===== src/rtl/mult_share_ctrl.sv =====
// Sequencer and arbiter that time-shares one combinational multiplier among NUM_REQ requesters.
// Define MULT_SHARE_RR_EN for round-robin arbitration; otherwise the lowest valid index wins.
module mult_share_ctrl #(
  parameter int unsigned NUM_REQ     = 4,
  parameter int unsigned ID_W        = $clog2(NUM_REQ),
  parameter int unsigned BIN_LEN     = 8,
  parameter int unsigned OUT_BIN_LEN = 2 * BIN_LEN
) (
  input  logic                            i_clock,
  input  logic                            i_reset,
  input  logic [NUM_REQ-1:0]              i_req_valid,
  input  logic [NUM_REQ-1:0][BIN_LEN-1:0] i_req_val1,
  input  logic [NUM_REQ-1:0][BIN_LEN-1:0] i_req_val2,
  output logic [NUM_REQ-1:0]              o_req_ready,
  output logic [BIN_LEN-1:0]              o_mul_val1,
  output logic [BIN_LEN-1:0]              o_mul_val2,
  output logic                            o_mul_enable,
  input  logic [OUT_BIN_LEN-1:0]          i_mul_result,
  output logic                            o_resp_valid,
  input  logic                            i_resp_ready,
  output logic [OUT_BIN_LEN-1:0]          o_resp_val,
  output logic [ID_W-1:0]                 o_resp_id
);

  typedef enum logic [1:0] {
    StIdle,
    StMul,
    StHold
  } state_e;

  state_e               r_state;
  state_e               w_state_next;
  logic                 w_can_accept;
  logic                 w_grant;
  logic                 w_found;
  logic [ID_W-1:0]      w_win_id;
  logic [BIN_LEN-1:0]   r_op1;
  logic [BIN_LEN-1:0]   r_op2;
  logic [ID_W-1:0]      r_id;
  logic [OUT_BIN_LEN-1:0] r_resp_val;
  logic [ID_W-1:0]      r_resp_id;

`ifdef MULT_SHARE_RR_EN
  logic [ID_W-1:0] r_rr_ptr;

  // First search at or above the pointer, then wrap to the bottom of the vector.
  always_comb begin
    w_found  = 1'b0;
    w_win_id = '0;
    for (int i = 0; i < int'(NUM_REQ); i++) begin
      if (!w_found && i_req_valid[i] && (ID_W'(i) >= r_rr_ptr)) begin
        w_found  = 1'b1;
        w_win_id = ID_W'(i);
      end
    end
    for (int i = 0; i < int'(NUM_REQ); i++) begin
      if (!w_found && i_req_valid[i]) begin
        w_found  = 1'b1;
        w_win_id = ID_W'(i);
      end
    end
  end

  always_ff @(posedge i_clock) begin
    if (i_reset) begin
      r_rr_ptr <= '0;
    end else if (w_grant) begin
      if (w_win_id == ID_W'(NUM_REQ - 1)) begin
        r_rr_ptr <= '0;
      end else begin
        r_rr_ptr <= w_win_id + 1'b1;
      end
    end
  end
`else
  always_comb begin
    w_found  = 1'b0;
    w_win_id = '0;
    for (int i = 0; i < int'(NUM_REQ); i++) begin
      if (!w_found && i_req_valid[i]) begin
        w_found  = 1'b1;
        w_win_id = ID_W'(i);
      end
    end
  end
`endif

  always_comb begin
    w_can_accept = (r_state == StIdle) || ((r_state == StHold) && i_resp_ready);
    w_grant      = w_can_accept && w_found;
    o_req_ready  = '0;
    if (w_grant) begin
      o_req_ready[w_win_id] = 1'b1;
    end
    w_state_next = r_state;
    unique case (r_state)
      StIdle: begin
        if (w_grant) begin
          w_state_next = StMul;
        end
      end
      StMul: begin
        w_state_next = StHold;
      end
      StHold: begin
        // Retiring the response and granting a new request share one edge.
        if (w_grant) begin
          w_state_next = StMul;
        end else if (i_resp_ready) begin
          w_state_next = StIdle;
        end
      end
      default: begin
        w_state_next = StIdle;
      end
    endcase
  end

  always_ff @(posedge i_clock) begin
    if (i_reset) begin
      r_state <= StIdle;
    end else begin
      r_state <= w_state_next;
    end
  end

  always_ff @(posedge i_clock) begin
    if (i_reset) begin
      r_op1      <= '0;
      r_op2      <= '0;
      r_id       <= '0;
      r_resp_val <= '0;
      r_resp_id  <= '0;
    end else begin
      if (w_grant) begin
        r_op1 <= i_req_val1[w_win_id];
        r_op2 <= i_req_val2[w_win_id];
        r_id  <= w_win_id;
      end
      if (r_state == StMul) begin
        r_resp_val <= i_mul_result;
        r_resp_id  <= r_id;
      end
    end
  end

  assign o_mul_enable = (r_state == StMul);
  assign o_mul_val1   = o_mul_enable ? r_op1 : '0;
  assign o_mul_val2   = o_mul_enable ? r_op2 : '0;
  assign o_resp_valid = (r_state == StHold);
  assign o_resp_val   = r_resp_val;
  assign o_resp_id    = r_resp_id;

endmodule


===== config.mk =====
export PLATFORM = sky130hd
export DESIGN_NAME = mult_share_ctrl
export DESIGN_NICKNAME = d
export VERILOG_FILES = /design/src/rtl/mult_share_ctrl.sv
export SDC_FILE = /design/constraint.sdc
export NUM_CORES = 1
export LEC_CHECK = 0
export CAP_MARGIN = 10
export CORE_MARGIN = 8
export CORE_UTILIZATION = 40
export DETAILED_ROUTE_END_ITERATION = 6
export PLACE_DENSITY = 0.95
export RECOVER_POWER = 50
export SLEW_MARGIN = 25
export SYNTH_ARGS = -nofsm -noshare
export SYNTH_HDL_FRONTEND = slang
export SYNTH_SLANG_ARGS = --single-unit

===== constraint.sdc =====
create_clock -name i_clock -period 4.05 [get_ports i_clock]
set_input_delay 0.81 -clock i_clock [delete_from_list [all_inputs] [get_ports i_clock]]
set_output_delay 0.81 -clock i_clock [all_outputs]
set_load 0.05 [all_outputs]

## After elaboration in Yosys (flattened, before gate mapping)

Index checks and enable logic that the tools add are counted.

- Equality and inequality tests: 4
- Muxes and demuxes: 20
- Reduce and logical (&&, ||, !) cells: 12
- Order comparisons: 2

Operators with widths:

| cell | number |
|---|---|
| $bmux 8 s2 | 2 |
| $mux 8 | 4 |
| $mux 2 | 5 |
| $logic_and 1x1->1 | 6 |
| $mux 1 | 6 |
| $pmux 2 s3 | 1 |
| $mux 4 | 1 |
| $logic_not 1->1 | 3 |
| $lt 2x3->1 const B | 1 |
| $ne 3x1->1 const B | 1 |
| $demux 1 s2 | 1 |
| $eq 2x1->1 const B | 1 |
| $eq 2x2->1 const B | 1 |
| $ge 2x1->1 const B | 1 |
| $logic_not 2->1 | 1 |
| $ne 2x2->1 const B | 1 |
| $reduce_and 2->1 | 1 |
| $logic_or 1x1->1 | 1 |

- Logic and storage cells: 44
- Bits in registers: 38
- Output and inout port bits: 40
- Input port bits: 87

## Logic depth before layout (Yosys ltp)

Gate-level depths: netlist (run 1).

- Word-level depth: 15
- Mapped depth: 6
- Mapped depth without buffers: 4

## Least setup slack after synthesis (run 1)

OpenSTA, ideal clock, no wires.

- Kind: input port to output port
- Start point: input port i_resp_ready
- End point: output port o_req_ready[1]
- Arrival time: 2.376 ns
- Data required time: 3.240 ns
- Setup slack: 0.864 ns
- Cell stages on the path: 4
- Cells stage by stage: nand2b_1 > clkbuf_1 > nand2_1 > nor3_1

- Cells in the longest elaborated chain, start to end: 4

Ends and longest elaborated chain:

| item | line | source |
|---|---|---|
| start, declared | 20 | `input logic i_resp_ready,` |
| $logic_and 1x1->1 | 89 | `w_can_accept = (r_state == StIdle) \|\| ((r_state == StHold) && i_resp_ready);` |
| $logic_or 1x1->1 | 89 |  |
| $logic_and 1x1->1 | 90 | `w_grant = w_can_accept && w_found;` |
| $mux 4 | 92 | `if (w_grant) begin` |
| end, declared | 14 | `output logic [NUM_REQ-1:0] o_req_ready,` |

Every way passes these cells.

## Final worst setup path (run 1)

- Start point: input port i_req_valid[0]
- End point: output port o_req_ready[0]

- Cells in the longest elaborated chain, start to end: 15
- Elaborated cells on any way between the ends: 20
- Classes of those cells: 2 x order compare; 10 x mux; 8 x reduce/logical

Ends and longest elaborated chain:

| item | line | source |
|---|---|---|
| start, declared | 11 | `input logic [NUM_REQ-1:0] i_req_valid,` |
| $mux 1 (*) | 80 | `if (!w_found && i_req_valid[i]) begin` |
| $logic_not 1->1 | 80 |  |
| $logic_and 1x1->1 | 80 |  |
| $mux 1 | 80 |  |
| $logic_not 1->1 | 80 |  |
| $logic_and 1x1->1 | 80 |  |
| $mux 1 | 80 |  |
| $logic_not 1->1 | 80 |  |
| $logic_and 1x1->1 | 80 |  |
| $mux 2 | 80 |  |
| $lt 2x3->1 (implied by the code) / $ge 2x1->1 (equally long branches) | 93 | `o_req_ready[w_win_id] = 1'b1;` |
| $logic_and 1x1->1 (implied by the code) | 93 |  |
| $mux 1 (implied by the code) | 93 |  |
| $demux 1 s2 | 93 |  |
| $mux 4 (*) | 92 |  |

Every way passes the cells marked *; elsewhere a longest branch is shown, timed or not.

==> results of run 1 <==
-- worst reg2reg max path: cells and delay by family (launching register included) --
| family | cells | cell delay [ns] |
|---|---|---|
| buffers and inverters | 2 | 0.65 |
| AO/OA/AOI/OAI | 1 | 0.35 |
| flip-flops | 1 | 0.31 |
| AND/OR/NAND/NOR | 1 | 0.28 |
-- cell families (layout without fill, tap and decap cells) --
group	count (synthesis)	in the layout
AND/OR/NAND/NOR	88	88
flip-flops	38	38
AO/OA/AOI/OAI	102	102
buffers and inverters	32	148
-- cell usage in the layout, fill, tap and decap left out --
master and instances:
clkdlybuf4s50_1 87, clkinv_1 2, clkbuf_8 5, and3_1 2, nand2b_1 2, and2_1 16
nor3b_2 1, a311oi_1 16, a31oi_1 16, a211oi_1 16, or4_1 1, nor3_1 3
a21oi_1 20, nor2b_1 2, buf_4 25, dlygate4sd3_1 19, a21o_1 16, nor3_2 1
dfxtp_1 38, nor2_1 5, o221a_2 2, nor3b_1 1, nand2_1 53, buf_12 4
clkbuf_1 3, nor4b_4 1, o22ai_1 16, inv_1 3
-- cell type report --
| cell class | instances | area, um2 |
|---|---|---|
| inverters | 5 | 18.77 |
| well taps | 70 | 87.58 |
| clock buffers | 7 | 76.32 |
| multi-input cells | 190 | 1135 |
| repair buffers | 136 | 1333 |
| flip-flops and latches | 38 | 760.7 |
| fillers | 410 | 1599 |
-- sequential cells by signal (all words and copies together), names as in the netlist --
signal      flops
o_resp_id       2
o_resp_val     16
r_id            2
r_op1           8
r_op2           8
r_state         2
-- routing by layer --
metal / GRT usage / routed length (um) / vias up / share of wire
met4: 0.1031 / 225 / 0 / 0.030
met5: 0 / 0 / - / 0
met2: 0.3373 / 3638 / 140 / 0.49
met1: 0.2128 / 2767 / 1123 / 0.37
li1: - / - / 1184 / -
met3: 0.06792 / 754 / 24 / 0.10
-- power groups by stage --
stage,logic [uW],clock network [uW],registers (uW)
finish,385,240,425
global route,413,266,428
CTS,391,244,425
detailed placement,390,0,434
global placement,382,0,432
floorplan,177,0,471
-- Yosys cell counts --
| cell type | instances |
|---|---|
| a211oi_1 | 16 |
| a21o_1 | 16 |
| a21oi_1 | 20 |
| a311oi_1 | 16 |
| a31oi_1 | 16 |
| and2_1 | 16 |
| and3_1 | 2 |
| buf_1 | 2 |
| buf_2 | 11 |
| clkbuf_1 | 14 |
| clkinv_1 | 2 |
| dfxtp_1 | 38 |
| inv_1 | 3 |
| nand2_1 | 53 |
| nand2b_1 | 2 |
| nor2_1 | 5 |
| nor2b_1 | 2 |
| nor3_1 | 3 |
| nor3_2 | 1 |
| nor3b_1 | 1 |
| nor3b_2 | 1 |
| nor4b_4 | 1 |
| o221a_2 | 2 |
| o22ai_1 | 16 |
| or4_1 | 1 |
-- worst paths after layout --
| path | startpoint | end | slack, ns | depth (start not counted) |
|---|---|---|---|---|
| worst min register to register | o_resp_val[4]$_SDFFE_PP0P_ | o_resp_val[4]$_SDFFE_PP0P_ | 0.45 | 2 |
| worst max register to register | r_state[0]$_SDFFE_PP0P_ | r_id[1]$_SDFFE_PP0P_ | 2.35 | 4 |
| worst max-delay path | i_req_valid[0] | o_req_ready[0] | 0.57 | 4 |
| worst min-delay path | o_resp_val[4]$_SDFFE_PP0P_ | o_resp_val[4]$_SDFFE_PP0P_ | 0.45 | 2 |
-- per-stage QoR --
stage | total power [uW] | setup WS, ns | area [um2] | util
final | 1050 | 0.5693 | 3411 | 0.6808
after global routing | 1108 | 0.4021 | 3411 | 0.6808
after CTS | 1060 | 0.5876 | 3415 | 0.6816
after detailed placement | 824.0 | 0.5771 | 3338 | 0.6663
after global placement | 813.9 | 0.6576 | 3338 | 0.6663
after floorplan | 648.2 | 0.8638 | 2029 | -
==> reports/summary.txt, run 1 <==
Portion of total power attributed to the clock network - 0.229
Library cell used as clock root buffer - clkbuf_8
Count of final setup violators - 0
Later-pin clock latency in the skew report - 0.28 ns
Highest Clock Rate - 287.3 MHz
Status - completed
Flip-flop and latch count after synthesis - 38
Peak per-stage delay on the critical path - 0.83 ns
Total clock buffers created by CTS - 5
Total Negative Setup Slacks - 0 ns
Type of destination of the critical path - output pin
DRC violation count after routing - 0
Largest net degree at the start of global routing - 35
Highest net fanout along the worst path - 17
Data arrival time of the critical path - 2.67 ns
Syn Inst Count - 260
Ports - 127
Cell-by-cell listing of the critical path - clkdlybuf4s50_1 > clkinv_1 > nor2_1 > buf_12
CTS sink count - 38
Final count of hold timing violations - 0
Largest voltage drop on the vdd net - 0.0001624 V
P per Cell Area - 307.9 mW/mm2
Unique cell type count in the Yosys netlist - 25
Worst min-delay path class - reg -> reg
Placed cells - 439
Power dissipated by switching net loads - 349.4 uW
Sequential share of power - 0.404
Initial antenna violation count - 0
Hold Slack - 0.4507 ns
Cell type with the highest aggregate area in the netlist - dfxtp_1
Chip width - 87.23 um
Vias in the first global route - 2579
Remaining global-route overflow - 0
Internal power - 700.8 uW
Fraction of synthesized cell area in xor and xnor cells - 0
TritonCTS clock tree - yes
Setup repair after global routing missed its margin - false
Detailed placer's ending HPWL - 5.646 mm
Average detailed-routed wire length per instance - 16.56 um
Comb pwr share - 0.367
MaxCap Viol Count - 0
CP max stage cell - clkdlybuf4s50_1
Share of the yosys chip area belonging to registers - 0.3748
CTS max path bufs - 2
Clock skew - 0.001846 ns
Layout overhead on the synthesized area - 68.06%
Post-CTS Setup Bufs - 0
Static leakage - 0.001363 uW
Total of buffers placed on input and output ports - 126
Number of hold buffers added after CTS - 0
Yosys Warn Count - 0
Switching share of power - 0.3327
Number of antenna diodes - 0
First drt pass iteration count - 4
Top area cells in the synthesized netlist - dfxtp_1 37%, nand2_1 9.8%, a311oi_1 6.9%
Clock-pin slew on the worst setup and hold paths - 0.07 ns
Startpoint type of the worst setup path - primary input
Y dimension of the die - 87.23 um
Multiplexer share of the synthesized area - 0
Post-route insts no fill - 446
Gate family responsible for the most delay along the worst path - buffers and inverters
Global-route wire length before repair - 12.12 mm
Adder and majority cell fraction of the synthesized area - 0
Floorplan Core Area - 0.005010 mm2
Share of the synthesized area in compound gates (AO/OA/AOI/OAI) - 0.3465
Total Die Area - 0.007609 mm2
CTS resizes - 0
Combined global-route utilization of all metal layers - 0.1985
Average via count per standard cell - 5.540
Total vias in the final route - 2471
Number of nets in the finished design - 463
Final worst-path cycle share - 0.8594
Worst slew pin tran - 0.8867 ns
Main combinational cell family by area after synthesis - compound AO/OA/AOI/OAI gates
H-tree levels - 2
Share of cells above drive strength 1 - 0.1037
Normalized max-slew margin - 0.4056
Final max-slew violation count - 0
Fraction of post-synthesis cell area in the top cell type by area - 0.3748
Fraction of the mapped netlist area in simple logic gates - 0.2127
Worst path bufs/invs - 3
Number of standard-cell rows in the floorplan - 26
Synthesized Nets - 347
Clock period minus worst slack - 3.481 ns
Starting density of the core - 0.4051
Worst path required time - 3.24 ns
Routability congestion estimate - 0.7916
Syn_area_per_cell - 7.806 um2
Detailed router's first-iteration violation count - 151
Count of nets left with antenna violations after detail routing - 0
Synthesized area - 0.002029 mm2
Total Wirelength - 7.386 mm
Crit Path Category - in -> out
Power figures use the tool's default switching activity.
==> inputs of run 2 (changes only) <==
Settings changed: GPL_ROUTABILITY_DRIVEN set to 0, PLACE_DENSITY 0.95 to not set, PLACE_DENSITY_LB_ADDON set to 0.15.
==> reports/summary.txt, run 2 (synthesis results as in run 1) <==
Status - completed
Portion of total power attributed to the clock network - 0.276 (+0.047)
Final non-filler cell area - 0.003433 mm2 (+0.66%)
Average detailed-routed wire length per instance - 16.52 um (-0.22%)
Clock-pin slew on the worst setup and hold paths - 0.07 ns (about the same)
Crit Path Category - in -> out
Highest-count cells in the layout ignoring fill and taps - 87 x clkdlybuf4s50_1, 53 x nand2_1, 38 x dfxtp_1
Remaining global-route overflow - 0 (unchanged)
Type of destination of the critical path - output pin
Final max-slew violation count - 0 (unchanged)
Sequential share of power - 0.380 (-0.024)
DRC violation count after routing - 0 (unchanged)
Setup repair after global routing missed its margin - false
Cell-by-cell listing of the critical path - clkdlybuf4s50_1 > inv_1 > nor3_1 > buf_12
Later-pin clock latency in the skew report - 0.29 ns (about the same)
CTS resizes - 0 (unchanged)
Initial antenna violation count - 0 (unchanged)
Total of buffers placed on input and output ports - 126 (unchanged)
Worst min-delay path class - reg -> reg
Peak per-stage delay on the critical path - 0.82 ns (about the same)
First drt pass iteration count - 4 (unchanged)
Number of standard-cell rows in the floorplan - 26 (unchanged)
Largest voltage drop on the vdd net - 0.0002102 V (+29%)
Count of final setup violators - 0 (unchanged)
Comb pwr share - 0.344 (-0.023)
Combined global-route utilization of all metal layers - 0.1876 (-0.01090)
Data arrival time of the critical path - 2.30 ns (-0.37 ns)
Highest Clock Rate - 321.1 MHz (+12%)
P per Cell Area - 325.1 mW/mm2 (+5.6%)
Global-route wire length before repair - 11.42 mm (-5.8%)
Final worst-path cycle share - 0.7690 (-0.09040)
Y dimension of the die - 87.23 um (unchanged)
Detailed router's first-iteration violation count - 200 (+32%)
Average via count per standard cell - 5.549 (+0.16%)
Internal power - 765.2 uW (+9.2%)
Starting density of the core - 0.4051 (unchanged)
Static leakage - 0.001373 uW (+0.71%)
Startpoint type of the worst setup path - primary input
Ports - 127 (unchanged)
Highest net fanout along the worst path - 14 (-3)
Total vias in the final route - 2475 (+0.16%)
TritonCTS clock tree - yes
CP max stage cell - clkdlybuf4s50_1
Detailed placer's ending HPWL - 5.503 mm (-2.5%)
Number of antenna diodes - 0 (unchanged)
Chip width - 87.23 um (unchanged)
Count of nets left with antenna violations after detail routing - 0 (unchanged)
Final count of hold timing violations - 0 (unchanged)
Total Wirelength - 7.370 mm (-0.22%)
Floorplan Core Area - 0.005010 mm2 (unchanged)
Clock skew - 0.007722 ns (+0.005876 ns)
Worst path required time - 3.24 ns (about the same)
Normalized max-slew margin - 0.3010 (-0.1046)
Largest register FFs - 16 (unchanged)
Worst slew pin tran - 1.043 ns (+0.1561 ns)
Largest net degree at the start of global routing - 36 (+2.9%)
Cell area reported after detailed placement - 0.003331 mm2 (-0.22%)
Post-CTS Setup Bufs - 0 (unchanged)
Library cell used as clock root buffer - clkbuf_8
Layout overhead on the synthesized area - 69.17%
Most frequent standard cell in the layout excluding fill and tap cells - clkdlybuf4s50_1
Vias in the first global route - 2386 (-7.5%)
H-tree levels - 2 (unchanged)
CTS max path bufs - 2 (unchanged)
Number of nets in the finished design - 462 (-0.22%)
CTS sink count - 38 (unchanged)
Power dissipated by switching net loads - 351.0 uW (+0.45%)
Share of cells above drive strength 1 - 0.1037 (unchanged)
Switching share of power - 0.3145 (-0.01826)
Total Die Area - 0.007609 mm2 (unchanged)
Total Negative Setup Slacks - 0 ns (unchanged)
Hold Slack - 0.4498 ns (-0.0008900 ns)
Total clock buffers created by CTS - 5 (unchanged)
Number of hold buffers added after CTS - 0 (unchanged)
MaxCap Viol Count - 0 (unchanged)
Clock period minus worst slack - 3.115 ns (-0.3661 ns)
==> run 2: cell count changes in the layout (fill, tap and decap cells not counted), sizes merged <==
cell,previous run,this run
bufinv,0,1
buf,29,28
==> run 2: area by class of cell <==
cell class | instances | area, um2
fill | 442 | 1577
tap | 70 | 87.58
sequential | 38 | 760.7
inverter | 5 | 18.77
timing repair buffer | 135 | 1325
clock inverter | 1 | 30.03
multi-input combinational | 190 | 1135
clock buffer | 7 | 76.32
==> run 2: stage by stage <==
stage	utilization	std cells	power (uW)	worst slack [ns]
detailed placement	0.6648	438	821.3	0.7348
global placement	0.6648	438	815.7	0.8594
global route	0.6853	446	1167	0.8319
CTS	0.6861	446	1129	0.9301
finish	0.6853	446	1116	0.9355
floorplan	-	260	648.2	0.8638
==> run 2: worst paths after layout <==
kind         slack [ns]  depth (start not counted)                   endpoint                      start
max                0.94                          4             o_req_ready[1]             i_req_valid[1]
min                0.45                          2  o_resp_id[1]$_SDFFE_PP0P_  o_resp_id[1]$_SDFFE_PP0P_
max reg2reg        2.31                          5    r_state[1]$_SDFFE_PP0P_    r_state[1]$_SDFFE_PP0P_
min reg2reg        0.45                          2  o_resp_id[1]$_SDFFE_PP0P_  o_resp_id[1]$_SDFFE_PP0P_
==> run 2: worst max-delay path: cells and delay by family <==
family	cells	cell delay (ns)
buffers and inverters	3	1.14
AND/OR/NAND/NOR	1	0.36
==> run 2: power by group through the flow <==
stage	logic [uW]	clock network, uW	registers (uW)
2_1_floorplan	177	0	471
3_3_place_gp	383	0	432
3_5_place_dp	387	0	434
4_1_cts	389	315	425
5_1_grt	409	331	428
6_report	384	308	425
==> run 2: per-layer routing <==
layer / vias up / routed length (um) / track usage
met1: 1130 / 2910 / 0.2220
li1: 1186 / - / -
met2: 148 / 3441 / 0.3067
met5: - / 0 / 0
met4: 0 / 108 / 0.06406
met3: 11 / 910 / 0.06509
